--- src/rtl/mips_pc_pkg.sv ---
// mips_pc_pkg
//   Shared definitions for the program-counter unit of the single-cycle
//   MIPS datapath: the run-control state encoding, the sequential PC
//   increment and the default reset vector.
package mips_pc_pkg;

   // Run-control FSM states. The 2-bit encoding is visible on the
   // state_dbg port of next_pc_unit.
   typedef enum logic [1:0] {
      ST_BOOT   = 2'd0,
      ST_RUN    = 2'd1,
      ST_HALTED = 2'd2,
      ST_FAULT  = 2'd3
   } state_e;

   // Sequential PC step: one 32-bit instruction word.
   localparam int PC_INC = 4;

   // Reset vector used when the top-level RESET_PC parameter is not overridden.
   localparam logic [31:0] DEFAULT_RESET_PC = 32'h0000_0000;

endpackage

--- src/rtl/pc_target_calc.sv ---
// pc_target_calc
//   Purely combinational candidate-PC generator.
//   Ports:
//     pc            in   current program counter
//     offset_sl2    in   sign-extended immediate, already shifted left by 2
//     instr_index   in   instruction bits [25:0] (j/jal target field)
//     pc_plus4      out  pc + 4 (wraps modulo 2^WIDTH)
//     branch_target out  pc_plus4 + offset_sl2 (wraps modulo 2^WIDTH)
//     jump_target   out  {pc_plus4[top 4 bits], instr_index, 2'b00}
module pc_target_calc
   import mips_pc_pkg::*;
#(
   parameter int WIDTH = 32
) (
   input  logic [WIDTH-1:0] pc,
   input  logic [WIDTH-1:0] offset_sl2,
   input  logic [25:0]      instr_index,
   output logic [WIDTH-1:0] pc_plus4,
   output logic [WIDTH-1:0] branch_target,
   output logic [WIDTH-1:0] jump_target
);

   always_comb begin
      pc_plus4      = pc + WIDTH'(PC_INC);
      // Offset is already sign-extended to WIDTH, so a negative offset
      // is simply a two's-complement add that wraps.
      branch_target = pc_plus4 + offset_sl2;
      // j/jal stay inside the 256 MB region of the delay-slot address.
      jump_target   = {pc_plus4[WIDTH-1:28], instr_index, 2'b00};
   end

endmodule

--- src/rtl/next_pc_unit.sv ---
// next_pc_unit
//   Program-counter register and next-PC selection with run control.
//   Ports:
//     clk, rst_n        clock (rising edge), async active-low reset
//     stall             hold pc this cycle (all controls ignored)
//     branch_eq/ne,zero beq/bne decode and ALU zero flag
//     jump, jump_reg    j/jal and jr decode
//     rs_data           jr target
//     offset_sl2        word-aligned sign-extended branch offset
//     instr_index       j/jal target field
//     halt              decoded halt
//     pc, pc_plus4      imem address and its +4
//     fetch_valid       pc is a valid fetch address (RUN only)
//     halted            FSM in HALTED
//     misaligned        sticky: a jr target was not word aligned
//     state_dbg         current FSM state
//   Next-PC priority: jump_reg > jump > taken branch > pc_plus4.
//   HALTED and FAULT are terminal; only rst_n leaves them.
module next_pc_unit
   import mips_pc_pkg::*;
#(
   parameter int               WIDTH    = 32,
   parameter logic [WIDTH-1:0] RESET_PC = WIDTH'(DEFAULT_RESET_PC)
) (
   input  logic             clk,
   input  logic             rst_n,
   input  logic             stall,
   input  logic             branch_eq,
   input  logic             branch_ne,
   input  logic             zero,
   input  logic             jump,
   input  logic             jump_reg,
   input  logic [WIDTH-1:0] rs_data,
   input  logic [WIDTH-1:0] offset_sl2,
   input  logic [25:0]      instr_index,
   input  logic             halt,
   output logic [WIDTH-1:0] pc,
   output logic [WIDTH-1:0] pc_plus4,
   output logic             fetch_valid,
   output logic             halted,
   output logic             misaligned,
   output state_e           state_dbg
);

   state_e           state_q, state_d;
   logic [WIDTH-1:0] pc_q, pc_d;
   logic             misaligned_q, misaligned_d;

   logic [WIDTH-1:0] branch_target;
   logic [WIDTH-1:0] jump_target;
   logic [WIDTH-1:0] next_pc;
   logic             taken;

   pc_target_calc #(.WIDTH(WIDTH)) u_calc (
      .pc            (pc_q),
      .offset_sl2    (offset_sl2),
      .instr_index   (instr_index),
      .pc_plus4      (pc_plus4),
      .branch_target (branch_target),
      .jump_target   (jump_target)
   );

   always_comb begin
      taken = (branch_eq & zero) | (branch_ne & ~zero);
      if (jump_reg)   next_pc = rs_data;
      else if (jump)  next_pc = jump_target;
      else if (taken) next_pc = branch_target;
      else            next_pc = pc_plus4;
   end

   // Inputs are only looked at in RUN, so X on them elsewhere cannot
   // reach the state.
   always_comb begin
      state_d      = state_q;
      pc_d         = pc_q;
      misaligned_d = misaligned_q;
      case (state_q)
         ST_BOOT: state_d = ST_RUN;
         ST_RUN: begin
            if (!stall) begin
               if (halt) begin
                  state_d = ST_HALTED;
               end else if (jump_reg && (rs_data[1:0] != 2'b00)) begin
                  // pc stays on the faulting jr for post-mortem.
                  misaligned_d = 1'b1;
                  state_d      = ST_FAULT;
               end else begin
                  pc_d = next_pc;
               end
            end
         end
         default: ; // HALTED / FAULT: frozen until reset
      endcase
   end

   always_ff @(posedge clk or negedge rst_n) begin
      if (!rst_n) begin
         state_q      <= ST_BOOT;
         pc_q         <= RESET_PC;
         misaligned_q <= 1'b0;
      end else begin
         state_q      <= state_d;
         pc_q         <= pc_d;
         misaligned_q <= misaligned_d;
      end
   end

   assign pc          = pc_q;
   assign fetch_valid = (state_q == ST_RUN);
   assign halted      = (state_q == ST_HALTED);
   assign misaligned  = misaligned_q;
   assign state_dbg   = state_q;

endmodule

--- config.mk ---
export PLATFORM = sky130hd
export DESIGN_NAME = next_pc_unit
export DESIGN_NICKNAME = d
export VERILOG_FILES = /design/src/rtl/mips_pc_pkg.sv /design/src/rtl/pc_target_calc.sv /design/src/rtl/next_pc_unit.sv
export SDC_FILE = /design/constraint.sdc
export NUM_CORES = 1
export LEC_CHECK = 0
export ABC_AREA = 0
export BUFFER_PORTS_ARGS = -buffer_cell sky130_fd_sc_hd__buf_2
export CORE_MARGIN = 2
export CORE_UTILIZATION = 56
export DETAILED_ROUTE_END_ITERATION = 7
export HOLD_SLACK_MARGIN = 0.08
export PLACE_DENSITY = 0.89
export SYNTH_ARGS = -nofsm -noshare
export SYNTH_HDL_FRONTEND = slang
export SYNTH_SLANG_ARGS = --single-unit
--- constraint.sdc ---
create_clock -name clk -period 9.5 [get_ports clk]
set_input_delay 0.95 -clock clk [delete_from_list [all_inputs] [get_ports clk]]
set_output_delay 0.95 -clock clk [all_outputs]
set_load 0.01 [all_outputs]
* Word-level counts from Yosys, hierarchy flattened
Cells that the tools add are included.
** Storage, ports and cells
- Register bits :: 35
- Bits in latches :: 0
- Memory bits (writable) :: 0
- Memory bits (read-only) :: 0
- Bits of input ports :: 99
- Memories kept :: 0
** Operators by class
- Add/sub/neg operators :: 2
- $mul :: 0
- Divide/modulo/power cells :: 0
- $lt $le $gt $ge :: 0
- Equality and inequality tests :: 4
- Shifts and indexed selects :: 0
- Muxes and demuxes :: 7
- Bitwise logic cells :: 7
- Reduce and logical (&&, ||, !) cells :: 7
** Operators by type and width (count)
- $mux 32 :: 3
- $add 32x3->32 const B :: 1
- $add 32x32->32 :: 1
- $reduce_and 4->1 :: 2
- $mux 2 :: 3
- $not 1->1 :: 4
- $pmux 2 s2 :: 1
- $reduce_bool 2->1 :: 2
- $ne 3x2->1 const B :: 1
- $reduce_and 3->1 :: 1
- $and 1x1->1 :: 2
- $eq 2x1->1 const B :: 1
- $eq 2x2->1 const B :: 1
- $logic_not 2->1 :: 1
- $ne 2x2->1 const B :: 1
- $logic_and 1x1->1 :: 1
- $or 1x1->1 :: 1

* Logic depth before layout (Yosys ltp)
Gate-level depths: netlist of the first run.
- Word-level depth :: 6
- Gate-level depth with buffers :: 15

* Hierarchy
Synthesis of the first run repeated with hierarchy kept, for this count alone.
** Second synthesis, totals
- Cell total of the unflattened synthesis :: 660
- Area, all modules :: 4898.4 um^2
** By module, submodules not included
- pc_target_calc :: instances 1, cells an instance 363, area each 2596.2 um^2, seq. area each 0.0 um^2
- next_pc_unit :: instances 1, cells an instance 297, area each 2302.2 um^2, seq. area each 875.8 um^2

* Worst setup path after synthesis of the first run
OpenSTA, ideal clock, no wires.
- Path kind :: reg2reg
- Start :: register pc_q[9] (netlist: pc[9])
- End :: register pc_q[30] (netlist: pc[30])
- Arrival time :: 3259 ps
- Required time :: 9366 ps
- Setup slack :: 6107 ps
- Stages on the path, launching flop included :: 15
- Path buffers :: 0
- Clock period less this slack :: 3393 ps
- Cells stage by stage :: dfrtp_1 -> and4_1 -> nand4_4 -> nor3_2 -> nand2_1 -> xnor2_1 -> ha_1 -> a21o_1 -> a21o_1 -> a21o_1 -> a21oi_1 -> o21bai_1 -> or4_1 -> mux2i_1 -> a211oi_1
** On the way
- Longest elaborated chain between the ends :: 5
** RTL lines
- start, declared :: line next_pc_unit.sv:46 : logic [WIDTH-1:0] pc_q, pc_d;
- start signal, assigned :: line next_pc_unit.sv:103 : pc_q <= pc_d;
- $add 32x3->32 :: line pc_target_calc.sv:24 : pc_plus4 = pc + WIDTH'(PC_INC);
- named net pc_plus4[23] :: line next_pc_unit.sv:38 : output logic [WIDTH-1:0] pc_plus4,
- $add 32x32->32 :: line pc_target_calc.sv:27 : branch_target = pc_plus4 + offset_sl2;
- $mux 32 :: line next_pc_unit.sv:67 : else if (taken) next_pc = branch_target;
- $mux 32 :: line next_pc_unit.sv:66 : else if (jump) next_pc = jump_target;
- $mux 32 :: line next_pc_unit.sv:65 : if (jump_reg) next_pc = rs_data;
The timed path passes the listed nets, and every way through them passes these cells.
A chain may end at the register's enable or synchronous reset.

* Worst setup path in the final report of the first run
- Start :: register pc_q[2] (netlist: pc[2])
- End :: register pc_q[27] (netlist: pc[27])
** On the way
- Longest elaborated chain between the ends :: 5
** RTL lines (line)
- $add 32x3->32 (*) :: pc_target_calc.sv:24
- $add 32x32->32 :: pc_target_calc.sv:27
- $mux 32 (*) :: next_pc_unit.sv:67
- $mux 32 (*) :: next_pc_unit.sv:66
- $mux 32 (*) :: next_pc_unit.sv:65
Mark *: on every way between the ends. The rest lies on a longest branch, timed or not.

==> results of run 1 <==
-- placed cells by master (no fill, tap or decap), types with 6 or more instances in the layout --
master / n
a211oi_1: 7
a21o_1: 18
a21oi_1: 65
and2_1: 6
and3_1: 17
and4_1: 6
buf_2: 167
dfrtp_1: 35
ha_1: 39
inv_1: 11
mux2i_1: 7
nand2_1: 61
nand3_1: 26
nand4_1: 16
nor2_1: 55
nor2b_1: 6
nor3_1: 9
o211ai_1: 8
o21a_1: 7
o21ai_0: 39
o21bai_1: 7
o22ai_1: 6
xnor2_1: 27
xor2_1: 17
-- area by class of cell --
cell class | count | area [µm²] | share of cell area (%)
antenna | 2 | 5.00 | 0.0889
clock buffer | 5 | 68.8 | 1.22
sequential | 35 | 876 | 15.6
timing repair buffer | 169 | 851 | 15.1
tap | 105 | 131 | 2.33
clock inverter | 3 | 43.8 | 0.778
multi-input combinational | 539 | 3610 | 64.1
inverter | 12 | 45.0 | 0.800
-- layer usage --
metal  vias up  part of all wire (%)
li1       2610                     -
met1      2697                    39
met2       376                    47
met3        60                   9.9
met4         0                   3.9
met5         -                     0
-- cell families after synthesis --
logic type,Yosys count
DFF,35
AOI/OAI and AO/OA,214
buffers and inverters,38
and+or+nand+nor,231
muxes,10
xor gates and xnor gates,44
adders and majority gates,40
-- power by group --
part	switching (W)	leakage (nW)	internal (W)	total, W
Clock	0.0000658	0.0581	0.0000783	0.000144
Combinational	0.000309	2.31	0.000213	0.000522
Sequential	0.0000467	0.450	0.000176	0.000223
-- metrics by stage --
step                      instances  utilization, %  instance area (µm²)  hold slack, ns  setup slack (ns)
after floorplan                 612               -                 4640           0.493              6.11
after global placement          860            67.8                 5510           0.441              5.74
after detailed placement        860            67.8                 5510           0.444              5.59
after CTS                       868            69.2                 5630           0.470              5.56
after global routing            869            69.2                 5630           0.483              5.17
final                           870            69.2                 5630           0.470              5.43
-- registers in the layout, summed over array words and instances, names as in the netlist --
name and cells:
misaligned 1, pc 32, state_dbg 2
-- worst max-delay path, stage by stage (launching register included) --
cell,delay [ns]
dfrtp_1,0.50
ha_1,0.33
nand3_2,0.19
nor2_1,0.31
nand3_1,0.16
xnor2_1,0.21
ha_1,0.47
nand4_1,0.33
nor4_1,0.42
nand4bb_1,0.23
nor2_1,0.12
o21ai_1,0.36
mux2i_1,0.25
nand2_1,0.08
-- how the worst max path moves through the flow --
stage	start	to	slack (ns)	depth (start not counted)
floorplan	pc[9]	pc[30]	6.11	14
global placement	pc[2]	pc[29]	5.74	13
detailed placement	pc[2]	pc[27]	5.59	13
CTS	pc[2]	pc[27]	5.56	13
global route	pc[4]	pc[27]	5.17	13
finish	pc[2]	pc[27]	5.43	13
==> impl_metrics.yaml, run 1 <==
global_routing:
  grt_pass1_wl_um: 26300
  grt_usage_pct: 37.4
  grt-ovfl-total: 0
  grt_use_met1_pct: 48.0
  grt_pass1_vias: 5336
  gr-max-usage-layer: "met2"
  grt_use_met3_pct: 5.85
  use_met2_pct: 62.4
  grt_max_degree: 45
  antenna_found_initial: 2
layout:
  area_delta_synth_final_pct: 21.3
  drive_above_1_share_pct: 25.7
  nNetsFinal: 901
  fill_cells: 708
synth:
  synth_xor_area_share_pct: 8.30
  syn_area_per_cell_um2: 7.58
  synthCells: 612
  syn-num-nets: 751
  synth_edf_count: 0
  ys_top_cells_by_count: "a21oi_1, nand2_1, nor2_1, ha_1, o21ai_0"
  yosys.area.top_type: "dfrtp_1"
  synth_seq_area_share_pct: 18.9
  synth-simple-area-share_pct: 25.9
  synth_top_area_share_pct: 18.9
  yosysWarnings: 0
  ys.flop_type: "dfrtp_1"
  synth.most_common_cell: "a21oi_1"
  ys_async_sr_fraction_pct: 100
  synth_seq_cells: 35
  synth_compound_area_share_pct: 30.3
  synth_top_family_by_area: "compound AO/OA/AOI/OAI gates"
  netlist-cell-type-count: 71
  synth_area_leaders: "dfrtp_1, ha_1, a21oi_1, xnor2_1, nand2_1"
  syn_area_um2: 4640
  synthMuxAreaShare_pct: 2.21
  synth_fa_ha_area_share_pct: 10.9
cts:
  cts_num_sinks: 35
  htreeDepth: 2
  cts_tree: "built"
  cts.clk_slew.worst_paths_ns: 0.09
  cts_hold_buffers: 0
  root_buffer: "clkbuf_8"
  clock_latency_ns: 0.30
  cts-resized-gates: 0
  cts_setup_buffers: 0
  clock_path_buffers: 2
  cts_buffers: 5
setup_path:
  r2r_start: "pc[2]"
  r2r_end: "pc[27]"
  path_max_fanout: 8
  endpoint_kind: "flip-flop"
  reg2reg_slack_ns: 5.43
  worstPathRequired_ns: 9.67
  cp_data_arrival_time_ns: 4.25
  worstSetupPathType: "reg2reg"
  reg2reg_depth: 13
  worst_setup_path_start_kind: "flip-flop"
die:
  core_area_um2: 8130
  ioPinCount: 168
  rows: 33
  dieWidth_um: 95.0
  die-area_um2: 9030
  initial_core_util_pct: 57.1
  die_height_um: 95.0
placed_design:
  gp_congestion: 1.01
  port_buffers: 167
  dp_hpwl_um: 12900
sta:
  rsz0062_at_grt: "false"
  timing.final.crit_period_ns: 4.07
  clock.fmax_mhz: 246
  hold_viol: 0
  drv_slew: 0
  fin_worst_skew_ns: 0.0152
  tns_ns: 0
  post-route-period-util_pct: 42.9
  finalSetupViolCount: 0
  relSlewSlack_pct: 23.5
  worst_slew_pin_slew_ns: 1.15
pwr:
  total_power_w: 0.000889
  power_leakage_nw: 2.81
  ir_worst_vdd_v: 0.0000990
  powerDensity_nw_per_um2: 158
route:
  drtAntennaViolNets: 0
  wl_per_cell_um: 19.7
  dr.pass1.iters: 5
  route.vias.total: 5743
  viasPerCell: 6.60
  drc: 0
  drt_iter0_drc: 400
  wl_um: 17100
job:
  drv_cap: 0
hold_path:
  hold_depth: 1
  hold_start: "misaligned"
  hold_path_class: "reg2reg"
  whs_endpoint: "misaligned"
status:
  outcome: "complete, no violations"
Note: power is estimated with default switching activity, not from simulation.
==> run 2, diff against run 1 <==
--- a/config.mk
+++ b/config.mk
@@ -5,13 +5,13 @@
 export SDC_FILE = /design/constraint.sdc
 export NUM_CORES = 1
 export LEC_CHECK = 0
-export ABC_AREA = 0
+export ABC_AREA = 1
 export BUFFER_PORTS_ARGS = -buffer_cell sky130_fd_sc_hd__buf_2
 export CORE_MARGIN = 2
-export CORE_UTILIZATION = 56
+export CORE_UTILIZATION = 49
 export DETAILED_ROUTE_END_ITERATION = 7
 export HOLD_SLACK_MARGIN = 0.08
-export PLACE_DENSITY = 0.89
+export PLACE_DENSITY = 0.8
 export SYNTH_ARGS = -nofsm -noshare
 export SYNTH_HDL_FRONTEND = slang
 export SYNTH_SLANG_ARGS = --single-unit
==> constraint.sdc (replaced) <==
create_clock -name clk -period 3.45 [get_ports clk]
set_input_delay 0.345 -clock clk [delete_from_list [all_inputs] [get_ports clk]]
set_output_delay 0.345 -clock clk [all_outputs]
set_load 0.01 [all_outputs]
==> run 2 against run 1 <==
Compared with the run above: area after synthesis rose by 20%; clock skew is 0.0082 ns lower; maximum frequency increased by 23%; sequential power up 100%; clock power rose to 3.2 times the previous value; global-route usage shrank 6.5 points; largest cell class unchanged; highest routed layer unchanged.
==> impl_metrics.yaml, run 2 <==
status:
  outcome: "complete, no violations"
route:
  wl_per_cell_um: 15.3
  viasPerCell: 5.43
  wl_met1_um: 8220
  dr.pass1.iters: 5
  drc: 0
  wl_um: 19800
  dr.max_layer_used: "met4"
  dr_wl_met2_um: 8840
  wl_met3_um: 2100
  drtAntennaViolNets: 0
  route.vias.total: 7018
  drt_iter0_drc: 704
die:
  initial_core_util_pct: 50.8
  core_area_um2: 10900
  rows: 38
  die_height_um: 111
  dieWidth_um: 111
  die-area_um2: 12200
  ioPinCount: 168
synth:
  synth.most_common_cell: "nand2_1"
  synth_edf_count: 0
  yosys.area.top_type: "nand2_1"
  synth_area_leaders: "nand2_1, dfrtp_1, nor2_1, ha_1, inv_1"
  ys_async_sr_fraction_pct: 100
  syn_area_per_cell_um2: 5.65
  syn-num-nets: 1123
  synth_seq_area_share_pct: 15.8
  syn_area_um2: 5560
  netlist-cell-type-count: 44
  yosysWarnings: 0
  ys_top_cells_by_count: "nand2_1, nor2_1, inv_1, a21oi_1, nand3_1"
  synth_seq_cells: 35
  synthCells: 984
  ys.flop_type: "dfrtp_1"
  synth_top_area_share_pct: 23.0
cts:
  htreeDepth: 2
  cts_tree: "built"
  cts_hold_buffers: 0
  cts_buffers: 5
  root_buffer: "clkbuf_16"
  cts_setup_buffers: 0
  cts.clk_slew.worst_paths_ns: 0.06
  cts_num_sinks: 35
  clock_latency_ns: 0.29
  clock_path_buffers: 2
placed_design:
  port_buffers: 167
  gp_congestion: 1.12
  placed_area_um2: 6500
  dp_hpwl_um: 16300
  post-place-ws_ns: 0.000605
global_routing:
  grt_max_degree: 41
  grt_pass1_vias: 6197
  antenna_found_initial: 1
  grt-ovfl-total: 0
  grt_pass1_wl_um: 30900
  grt_usage_pct: 30.9
layout:
  final_area_um2: 6740
  final_common_cell: "nand2_1"
  nNetsFinal: 1290
  drive_above_1_share_pct: 21.5
  most-common-layout-cells: "nand2_1, buf_2, nor2_1"
  largest_register_ffs: 32
  area_delta_synth_final_pct: 21.3
setup_path:
  worstSetupPathType: "reg2reg"
  endpoint_kind: "flip-flop"
  path_max_fanout: 5
  r2r_start: "pc[4]"
  worstPathRequired_ns: 3.62
  cp_data_arrival_time_ns: 3.48
  cp-startpoint: "pc[4]"
  reg2reg_depth: 19
  worst_setup_path_start_kind: "flip-flop"
hold_path:
  hold_path_class: "in2async"
sta:
  finalSetupViolCount: 0
  post-route-period-util_pct: 95.9
  setup_slack_ns: 0.141
  fin_worst_skew_ns: 0.00706
  clock.fmax_mhz: 302
  timing.hold.ws_ns: 0.147
  hold_viol: 0
  relSlewSlack_pct: 33.0
  worst_slew_pin_slew_ns: 1.00
  drv_slew: 0
  timing.final.crit_period_ns: 3.31
  rsz0062_at_grt: "true"
pwr:
  power_leakage_nw: 3.95
  total_power_w: 0.00159
  powerDensity_nw_per_um2: 236
  ir_worst_vdd_v: 0.000218
job:
  drv_cap: 0
## run 2: cell count changes in the layout (fill, tap and decap cells not counted), moves of 15 or more
cell / delta
inv_1: +109
nand2_1: +280
a21o_1: -16
nor2_1: +75
buf_4: +15
nand3_1: +30
and3_1: -17
xnor2_1: -25
## run 2: through the flow
| step | TNS, ns | utilization, % | instances |
|---|---|---|---|
| finish | 0 | 61.6 | 1293 |
| global route | -1.05 | 61.6 | 1293 |
| CTS | 0 | 60.8 | 1292 |
| detailed placement | 0 | 59.4 | 1284 |
| global placement | 0 | 59.4 | 1284 |
| floorplan | 0 | - | 984 |
## run 2: worst paths after layout
| path | endpoint | slack (ns) |
|---|---|---|
| min in group clk | state_dbg[0] | 0.27 |
| min reg2reg | misaligned | 0.46 |
| max reg2reg | pc[18] | 0.14 |
| min | state_dbg[1] | 0.15 |
| max | pc[18] | 0.14 |
| max in group asynchronous | pc[11] | 2.75 |
## run 2: logic make-up (layout without fill, tap and decap cells)
group	count (synthesis)	count (layout)	synth area share (%)
and+or+nand+nor	594	594	45.3
buffers and inverters	150	318	12.1
AOI/OAI and AO/OA	139	139	13.6
adders and majority gates	40	40	9.14
DFF	35	35	15.8
xor gates and xnor gates	26	26	4.10
other	0	1	0
## run 2: worst max-delay path: stages (launching register included)
cell and delay, ns:
dfrtp_1 0.44, inv_1 0.08, nor3_1 0.32, nand3_1 0.18
inv_1 0.11, nand2_1 0.08, xor2_2 0.24, inv_1 0.12
ha_1 0.40, nand2_1 0.12, nor2_1 0.22, nand2_1 0.10
inv_1 0.06, nand2_1 0.05, nand3_1 0.09, nor2_1 0.05
nor2_1 0.24, o21ai_1 0.16, nand2_1 0.08, nand2_1 0.05
## run 2: cell type report
type / instances / area (µm²)
multi-input cells: 799 / 4100
well taps: 140 / 175
diodes: 1 / 2.50
inverters: 126 / 473
repair buffers: 184 / 963
flip-flops and latches: 35 / 878
fillers: 1132 / 4200
clock inverters: 3 / 23.8
clock buffers: 5 / 125
## run 2: what timing repair did
action | CTS | global route
endpoints found under the setup margin | 1 | 18
hold endpoints to repair | 0 | 0
gates cloned | 0 | 0
resized for setup | 1 | 19
## run 2: where the power goes
| part | internal [W] | total (W) | switching, W |
|---|---|---|---|
| logic | 0.000241 | 0.000672 | 0.000431 |
| clock network | 0.000270 | 0.000465 | 0.000195 |
| registers | 0.000428 | 0.000453 | 0.0000251 |
| total | 0.000939 | 0.00159 | 0.000651 |
## run 2: metal layers
metal / GRT usage, % / vias up
met5: 0 / -
met4: 9.17 / 0
met3: 3.40 / 47
met2: 49.6 / 370
met1: 43.8 / 3153
li1: - / 3448
